===== config.mk =====
export PLATFORM = sky130hd
export DESIGN_NAME = fifo_rd_streamer
export DESIGN_NICKNAME = d
export VERILOG_FILES = /design/src/rtl/fifo_rd_streamer.sv
export SDC_FILE = /design/constraint.sdc
export NUM_CORES = 1
export LEC_CHECK = 0
export BUFFER_PORTS_ARGS = -buffer_cell sky130_fd_sc_hd__clkbuf_2
export CAP_MARGIN = 20
export CORE_UTILIZATION = 53
export DETAILED_ROUTE_END_ITERATION = 10
export GPL_TIMING_DRIVEN = 1
export PLACE_DENSITY_LB_ADDON = 0.25
export SLEW_MARGIN = 20
export SYNTH_ARGS = -nofsm -noshare
export SYNTH_HDL_FRONTEND = slang
export SYNTH_SLANG_ARGS = --single-unit

===== constraint.sdc =====
create_clock -name clk -period 2.4 [get_ports clk]
set_input_delay 0.24 -clock clk [delete_from_list [all_inputs] [get_ports clk]]
set_output_delay 0.24 -clock clk [all_outputs]
set_load 0.03 [all_outputs]

===== src/rtl/fifo_rd_streamer.sv =====
// +----------------------------------------------------------------------------+
// | fifo_rd_streamer: drains a 1-cycle-latency FIFO into a ready/valid stream   |
// | through a 3-deep skid buffer and marks packet boundaries with m_last.       |
// | Revision: 1.0                                                               |
// +----------------------------------------------------------------------------+
`default_nettype none

module fifo_rd_streamer #(
  parameter int FIFO_WIDTH = 16,
  parameter int PKT_LEN    = 4
) (
  input  logic                  clk,
  input  logic                  rst,
  input  logic                  en,
  input  logic [FIFO_WIDTH-1:0] fifo_data_out,
  input  logic                  fifo_empty,
  input  logic                  fifo_underflow,
  output logic                  fifo_rd_en,
  output logic [FIFO_WIDTH-1:0] m_data,
  output logic                  m_valid,
  input  logic                  m_ready,
  output logic                  m_last,
  output logic [7:0]            underflow_cnt,
  output logic                  busy
);

  localparam logic [7:0] c_LAST_IDX = 8'(PKT_LEN - 1);

  logic [FIFO_WIDTH-1:0] r_mem [3];
  logic [1:0]            r_wptr;
  logic [1:0]            r_rptr;
  logic [1:0]            r_cnt;
  logic                  r_infl;
  logic [7:0]            r_wcnt;
  logic [7:0]            r_ucnt;
  logic                  w_rd_en;
  logic                  w_valid;
  logic                  w_pop;

  function automatic logic [1:0] f_inc3(input logic [1:0] p);
    return (p == 2'd2) ? 2'd0 : p + 2'd1;
  endfunction

  // Counting the in-flight word as occupied keeps a slot reserved for it,
  // so the read decision never needs to look at m_ready.
  always_comb begin
    w_rd_en = en & ~fifo_empty & ~rst & ((3'(r_cnt) + 3'(r_infl)) <= 3'd2);
    w_valid = (r_cnt != 2'd0);
    w_pop   = w_valid & m_ready;
  end

  always_ff @(posedge clk or posedge rst) begin
    if (rst) begin
      r_infl <= 1'b0;
      r_cnt  <= 2'd0;
      r_wptr <= 2'd0;
      r_rptr <= 2'd0;
      r_wcnt <= 8'd0;
      r_ucnt <= 8'd0;
    end else begin
      r_infl <= w_rd_en;
      r_cnt  <= r_cnt + 2'(r_infl) - 2'(w_pop);
      if (r_infl) r_wptr <= f_inc3(r_wptr);
      if (w_pop) begin
        r_rptr <= f_inc3(r_rptr);
        r_wcnt <= (r_wcnt == c_LAST_IDX) ? 8'd0 : r_wcnt + 8'd1;
      end
      if (fifo_underflow && (r_ucnt != 8'hFF)) r_ucnt <= r_ucnt + 8'd1;
    end
  end

  // Storage needs no reset: contents are only visible while r_cnt is non-zero.
  always_ff @(posedge clk) begin
    if (r_infl) r_mem[r_wptr] <= fifo_data_out;
  end

`ifndef SYNTHESIS
  always_ff @(posedge clk) begin
    if (!rst) begin
      assert (!(r_infl && (r_cnt == 2'd3) && !w_pop))
        else $error("fifo_rd_streamer: skid buffer overflow");
    end
  end
`endif

  always_comb begin
    fifo_rd_en    = w_rd_en;
    m_valid       = w_valid;
    m_data        = w_valid ? r_mem[r_rptr] : '0;
    m_last        = w_valid & (r_wcnt == c_LAST_IDX);
    underflow_cnt = r_ucnt;
    busy          = w_valid | r_infl;
  end

endmodule

`default_nettype wire


==> impl_metrics.json, run 1 <==
{
  "finalMaxSlewViolations": 0,
  "io_pins": 50,
  "instances_no_fill": 344,
  "grt_use_met2": 0.3053,
  "timing.rr.start": "r_cnt[1]",
  "max_clock_freq_mhz": 446.4,
  "initial_core_util": 0.5522,
  "dieArea_um2": 6080,
  "die_w_um": 77.98,
  "tritoncts": "done",
  "finalSetupViolCount": 0,
  "crit_fanout": 6,
  "startpoint": "r_cnt[0]",
  "drtIter0Drc": 93,
  "hold_class": "primary input to async pin",
  "grt_pass1_vias": 1728,
  "finalClockSkew_ns": 0.008679,
  "r2r_cells": 7,
  "outcome": "complete, no violations",
  "cts_setup_buffers": 0,
  "synth.distinct_cells": 40,
  "post_cts_resized": 0,
  "antenna_found_initial": 0,
  "clk_pin_slew_worst_paths_ns": 0.07,
  "relSlewSlack": 0.4221,
  "area_growth_pct": 17.71,
  "num_rows": 27,
  "ys_warn_count": 0,
  "grt_util_met1": 0.2174,
  "via_per_inst": 5.186,
  "gr-total-overflow": 0,
  "ys_seq_elements": 71,
  "drtPass1Iterations": 4,
  "ant_nets": 0,
  "core_area_um2": 5540,
  "leakagePower_nw": 1.498,
  "post_dp_cell_area_um2": 3415,
  "critical_path_required_ns": 2.16,
  "end_kind": "primary output",
  "grt-busiest-layer": "met2",
  "synth-edff-count": 48,
  "ctsRootBufferMaster": "clkbuf_8",
  "cts_hold_buf": 0,
  "hpwl_um": 3344,
  "cap_violations": 0,
  "async_reset_ff_frac": 0.3239,
  "synthCells": 207,
  "wl_per_cell_um": 14.78,
  "synth_ff_type": "edfxtp_1",
  "rsz0062_at_grt": "false",
  "clkLatencyLatePin_ns": 0.34,
  "p_per_area_nw_per_um2": 1231,
  "drc": 0,
  "grt_pass1_wl_um": 8128,
  "arrival_ns": 2.00,
  "dp.cells": 328,
  "cp-start-kind": "flip-flop",
  "r2r-end": "r_cnt[1]",
  "post-route-period-util": 0.9333,
  "cts.sinks": 71,
  "antenna_cells": 0,
  "gr-usage-met3": 0.06118,
  "hold_viol": 0,
  "whs_ns": 0.06895,
  "fin_crit_ns": 2.240,
  "drt-total-wl_um": 5086,
  "synth_fp_nets": 236,
  "die_height_um": 77.98,
  "drive_gt1_frac": 0.3529,
  "grt_use_total": 0.1840,
  "vdd_drop_max_mv": 0.7520,
  "rrSetupSlack_ns": 0.64,
  "port_buffers": 49,
  "tns_ns": 0,
  "ys_seq_area_frac": 0.6593,
  "tightest_slew_ns": 0.8660,
  "dr_total_vias": 1784,
  "h-tree-depth": 3,
  "synthesis.area_um2": 3059,
  "cts_buffers": 9,
  "cts_buffer_depth": 2,
  "final_nets": 296,
  "synth_area_per_cell_um2": 14.78,
  "path_class": "flip-flop to primary output",
  "place_congestion": 0.7887,
  "grt_max_degree": 24,
  "design_area_um2": 3601
}
-- routing by layer --
layer  wire length, µm  part of all wire
met1              2203              0.43
met2              2561              0.50
met3               224             0.044
met4                97             0.019
met5                 0                 0
-- layout by cell type (no fill, tap or decap), types with 2 or more instances in the layout --
cell      netlist  layout
nand3_1         2       2
nor3_1          4       3
clkbuf_2        1      49
edfxtp_1       48      48
o21ai_0         2       2
clkbuf_1        0       5
o21ai_2         2       2
xor2_1          2       2
buf_4           2       5
nand2_1         8       8
xnor2_1         7       7
dfrtp_1        23      23
nor4b_1         2       2
mux2_2         18      18
nor2_1         21      21
inv_1           8       8
nand4_1         3       3
and3_1          2       2
a21o_1          5       5
mux2i_1        16      16
ha_1            7       7
a21oi_1         3       3
clkbuf_8        0      10
-- cell families after synthesis --
kind of cell	synth area share
simple gates	0.08630
mux	0.1272
xor+xnor	0.02577
fa+ha+maj	0.02863
flops	0.6593
compound gates	0.04745
buf+inv	0.02535
-- cell type report --
type | count | area (µm²)
flip-flops and latches | 71 | 2017
fillers | 424 | 1939
multi-input cells | 122 | 974.7
repair buffers | 55 | 302.8
clock buffers | 15 | 156.4
well taps | 72 | 90.09
clock inverters | 1 | 30.03
inverters | 8 | 30.03
-- cells in the mapped netlist (2+ instances only) --
cell,n,area share
nor2_1,21,0.026
xnor2_1,7,0.020
nor4b_1,2,0.0057
inv_1,8,0.0098
nand3_1,2,0.0033
nand4_1,3,0.0061
dfrtp_1,23,0.19
ha_1,7,0.029
nor3_1,4,0.0065
buf_6,2,0.0074
o21ai_2,2,0.0057
mux2i_1,16,0.052
and3_1,2,0.0041
a21o_1,5,0.012
xor2_1,2,0.0057
o21ai_0,2,0.0033
a21oi_1,3,0.0049
nor3b_1,2,0.0049
nand2_1,8,0.0098
buf_4,2,0.0049
mux2_2,18,0.066
edfxtp_1,48,0.47
-- registers in the layout, summed over array words and instances, names as in the netlist --
signal,flops
r_rptr,2
r_wcnt,8
r_cnt,2
r_infl,1
r_wptr,2
r_mem,48
underflow_cnt,8
-- worst max-delay path: stages (launching register included) --
cell	delay, ns
dfrtp_1	0.48
ha_1	0.23
inv_1	0.05
ha_1	0.26
a21oi_1	0.06
nor4b_1	0.31
clkbuf_2	0.27
-- metrics by stage --
stage / total power, mW / setup WS, ns / util
CTS: 4.474 / 0.1247 / 0.6500
detailed placement: 3.561 / 0.5044 / 0.6163
floorplan: 3.089 / 0.09665 / -
global route: 4.670 / 0.03021 / 0.6500
finish: 4.432 / 0.1601 / 0.6500
global placement: 3.521 / 0.5797 / 0.6163
-- worst max path at each step --
stage                             to  slack, ns  depth (start not counted)
after floorplan           fifo_rd_en        0.1                          5
after global placement    fifo_rd_en       0.58                          6
after detailed placement  fifo_rd_en       0.50                          6
after CTS                 fifo_rd_en       0.12                          6
after global routing      fifo_rd_en       0.03                          6
final                     fifo_rd_en       0.16                          6
-- where the power goes --
group          internal [mW]  switching [mW]  total, mW  leakage, nW
sequential              1.51           0.246       1.76        0.722
combinational          0.688            1.07       1.76        0.684
clock                  0.512           0.404      0.916       0.0919
total                   2.71            1.72       4.43         1.50
Note: power is estimated with default switching activity, not from simulation.
==> run 2, diff against run 1 <==
--- a/config.mk
+++ b/config.mk
@@ -8,6 +8,7 @@
 export BUFFER_PORTS_ARGS = -buffer_cell sky130_fd_sc_hd__clkbuf_2
 export CAP_MARGIN = 20
 export CORE_UTILIZATION = 53
+export CTS_BUF_LIST = sky130_fd_sc_hd__clkbuf_16
 export DETAILED_ROUTE_END_ITERATION = 10
 export GPL_TIMING_DRIVEN = 1
 export PLACE_DENSITY_LB_ADDON = 0.25
==> run 2 against run 1 <==
Wire length is 0.53% higher. Clock skew is 0.0034 ns lower. Global-route usage is 0.12 points higher. Core utilization is 1.6 points higher. Total power is 7.0% higher. Final area is 2.5% higher. Critical endpoint unchanged. Sequential share of layout area is 1.4 points lower. Critical path depth stayed put. Cell count stayed put. Highest routed layer unchanged. Largest power group unchanged. Via count is 1.7% higher. Setup slack better by 0.0033 ns.
==> impl_metrics.json, run 2 (synthesized netlist as in run 1, its figures left out) <==
{
  "outcome": "complete, no violations",
  "drtIter0Drc": 66,
  "cap_violations": 0,
  "finalMaxSlewViolations": 0,
  "crit_fanout": 6,
  "drive_gt1_frac": 0.3493,
  "arrival_ns": 2.00,
  "hpwl_um": 3344,
  "gr-usage-met3": 0.05412,
  "layout_setup_ws_ns": 0.1634,
  "core_area_um2": 5540,
  "dr_total_vias": 1814,
  "port_buffers": 49,
  "die_w_um": 77.98,
  "p_per_area_nw_per_um2": 1284,
  "leakagePower_nw": 1.559,
  "io_pins": 50,
  "drc": 0,
  "tritoncts": "done",
  "drtPass1Iterations": 4,
  "grt_max_degree": 24,
  "antenna_cells": 0,
  "vdd_drop_max_mv": 0.8217,
  "grt_pass1_vias": 1731,
  "finalClockSkew_ns": 0.005267,
  "relSlewSlack": 0.4241,
  "cp_num_buf_inv": 2,
  "gr-total-overflow": 0,
  "dieArea_um2": 6080,
  "cts.sinks": 71,
  "clk_pin_slew_worst_paths_ns": 0.05,
  "path_class": "flip-flop to primary output",
  "post-route-period-util": 0.9319,
  "antenna_found_initial": 0,
  "h-tree-depth": 3,
  "post-place-ws_ns": 0.5044,
  "crit_chain": "ha_1 > inv_1 > ha_1 > a21oi_1 > nor4b_1 > clkbuf_2",
  "place_congestion": 0.7887,
  "max_clock_freq_mhz": 447.1,
  "grt_util_met1": 0.2172,
  "final_nets": 296,
  "cp-start-kind": "flip-flop",
  "grt_use_total": 0.1852,
  "min_from": "fifo_empty",
  "drt-total-wl_um": 5113,
  "initial_core_util": 0.5522,
  "num_rows": 27,
  "cts_setup_buffers": 0,
  "hold_class": "primary input to flip-flop",
  "utilization": 0.6664,
  "cp_top_family": "adder cells",
  "ctsRootBufferMaster": "clkbuf_16",
  "grt_pass1_wl_um": 8169,
  "grt-busiest-layer": "met2",
  "end_kind": "primary output",
  "finalSetupViolCount": 0,
  "area_growth_pct": 20.70,
  "tightest_slew_ns": 0.8629,
  "cts_buffers": 9,
  "timing.rr.start": "r_cnt[1]",
  "final_common_cell": "clkbuf_2",
  "hold_viol": 0,
  "worst_path_max_delay_cell": "dfrtp_1",
  "critical_path_required_ns": 2.16,
  "layout_common_cells": "clkbuf_2, edfxtp_1, dfrtp_1, nor2_1, mux2_2",
  "ant_nets": 0,
  "wl_per_cell_um": 14.86,
  "cts_buffer_depth": 2,
  "clkLatencyLatePin_ns": 0.33,
  "tns_ns": 0,
  "startpoint": "r_cnt[0]",
  "cts_hold_buf": 0,
  "rsz0062_at_grt": "false",
  "slowest_delay_ns": 0.48,
  "post_cts_resized": 0,
  "largest_register_ffs": 48,
  "fin_crit_ns": 2.237,
  "top_register": "r_mem",
  "via_per_inst": 5.273,
  "die_height_um": 77.98,
  "path_common_cell": "ha_1",
  "grt_use_met2": 0.3071
}
## run 2: cell types whose count changed in the layout (fill, tap and decap cells not counted), sizes merged
cell,previous run,this run
inv,8,13
clkbuf,64,58
clkinv,0,1
## run 2: worst reg2reg max path, cell delays in order, from the launching register on
cell and delay [ns]:
dfrtp_1 0.49, o21ai_2 0.34, inv_1 0.08, ha_1 0.27
inv_1 0.04, ha_1 0.18, xnor2_1 0.13, xnor2_1 0.12
## run 2: metal layers
metal | part of all wire | routed length [µm]
met4 | 0.021 | 106
met1 | 0.43 | 2174
met2 | 0.51 | 2596
met3 | 0.046 | 236
met5 | 0 | 0
## run 2: worst paths after layout
check	to	slack (ns)	cells past startpoint
max	fifo_rd_en	0.16	6
min	r_infl	0.08	2
max reg2reg	r_cnt[1]	0.63	7
min reg2reg	r_wcnt[7]	0.48	1
max in group asynchronous	underflow_cnt[5]	1.78	2
min in group asynchronous	r_wptr[1]	0.09	2
## run 2: where the power goes
group          leakage, nW  internal (mW)  switching, mW
clock network        0.153          0.780          0.441
logic                0.684          0.688           1.07
registers            0.722           1.51          0.246
total                 1.56           2.98           1.76
## run 2: final cells by class
cell class,instances,area (µm²)
flip-flops and latches,71,2017
clock inverters,7,52.55
clock buffers,9,225.2
well taps,72,90.09
fillers,413,1848
inverters,8,30.03
multi-input cells,122,974.7
repair buffers,55,302.8
## run 2: through the flow
stage / std cells / hold slack [ns] / cell area (µm²) / power (mW)
final: 344 / 0.08429 / 3692 / 4.743
after global routing: 344 / 0.08492 / 3692 / 4.988
after CTS: 344 / 0.08110 / 3692 / 4.793
after detailed placement: 328 / 0.4211 / 3415 / 3.561
after global placement: 328 / 0.4103 / 3415 / 3.521
after floorplan: 207 / 0.2419 / 3059 / 3.089
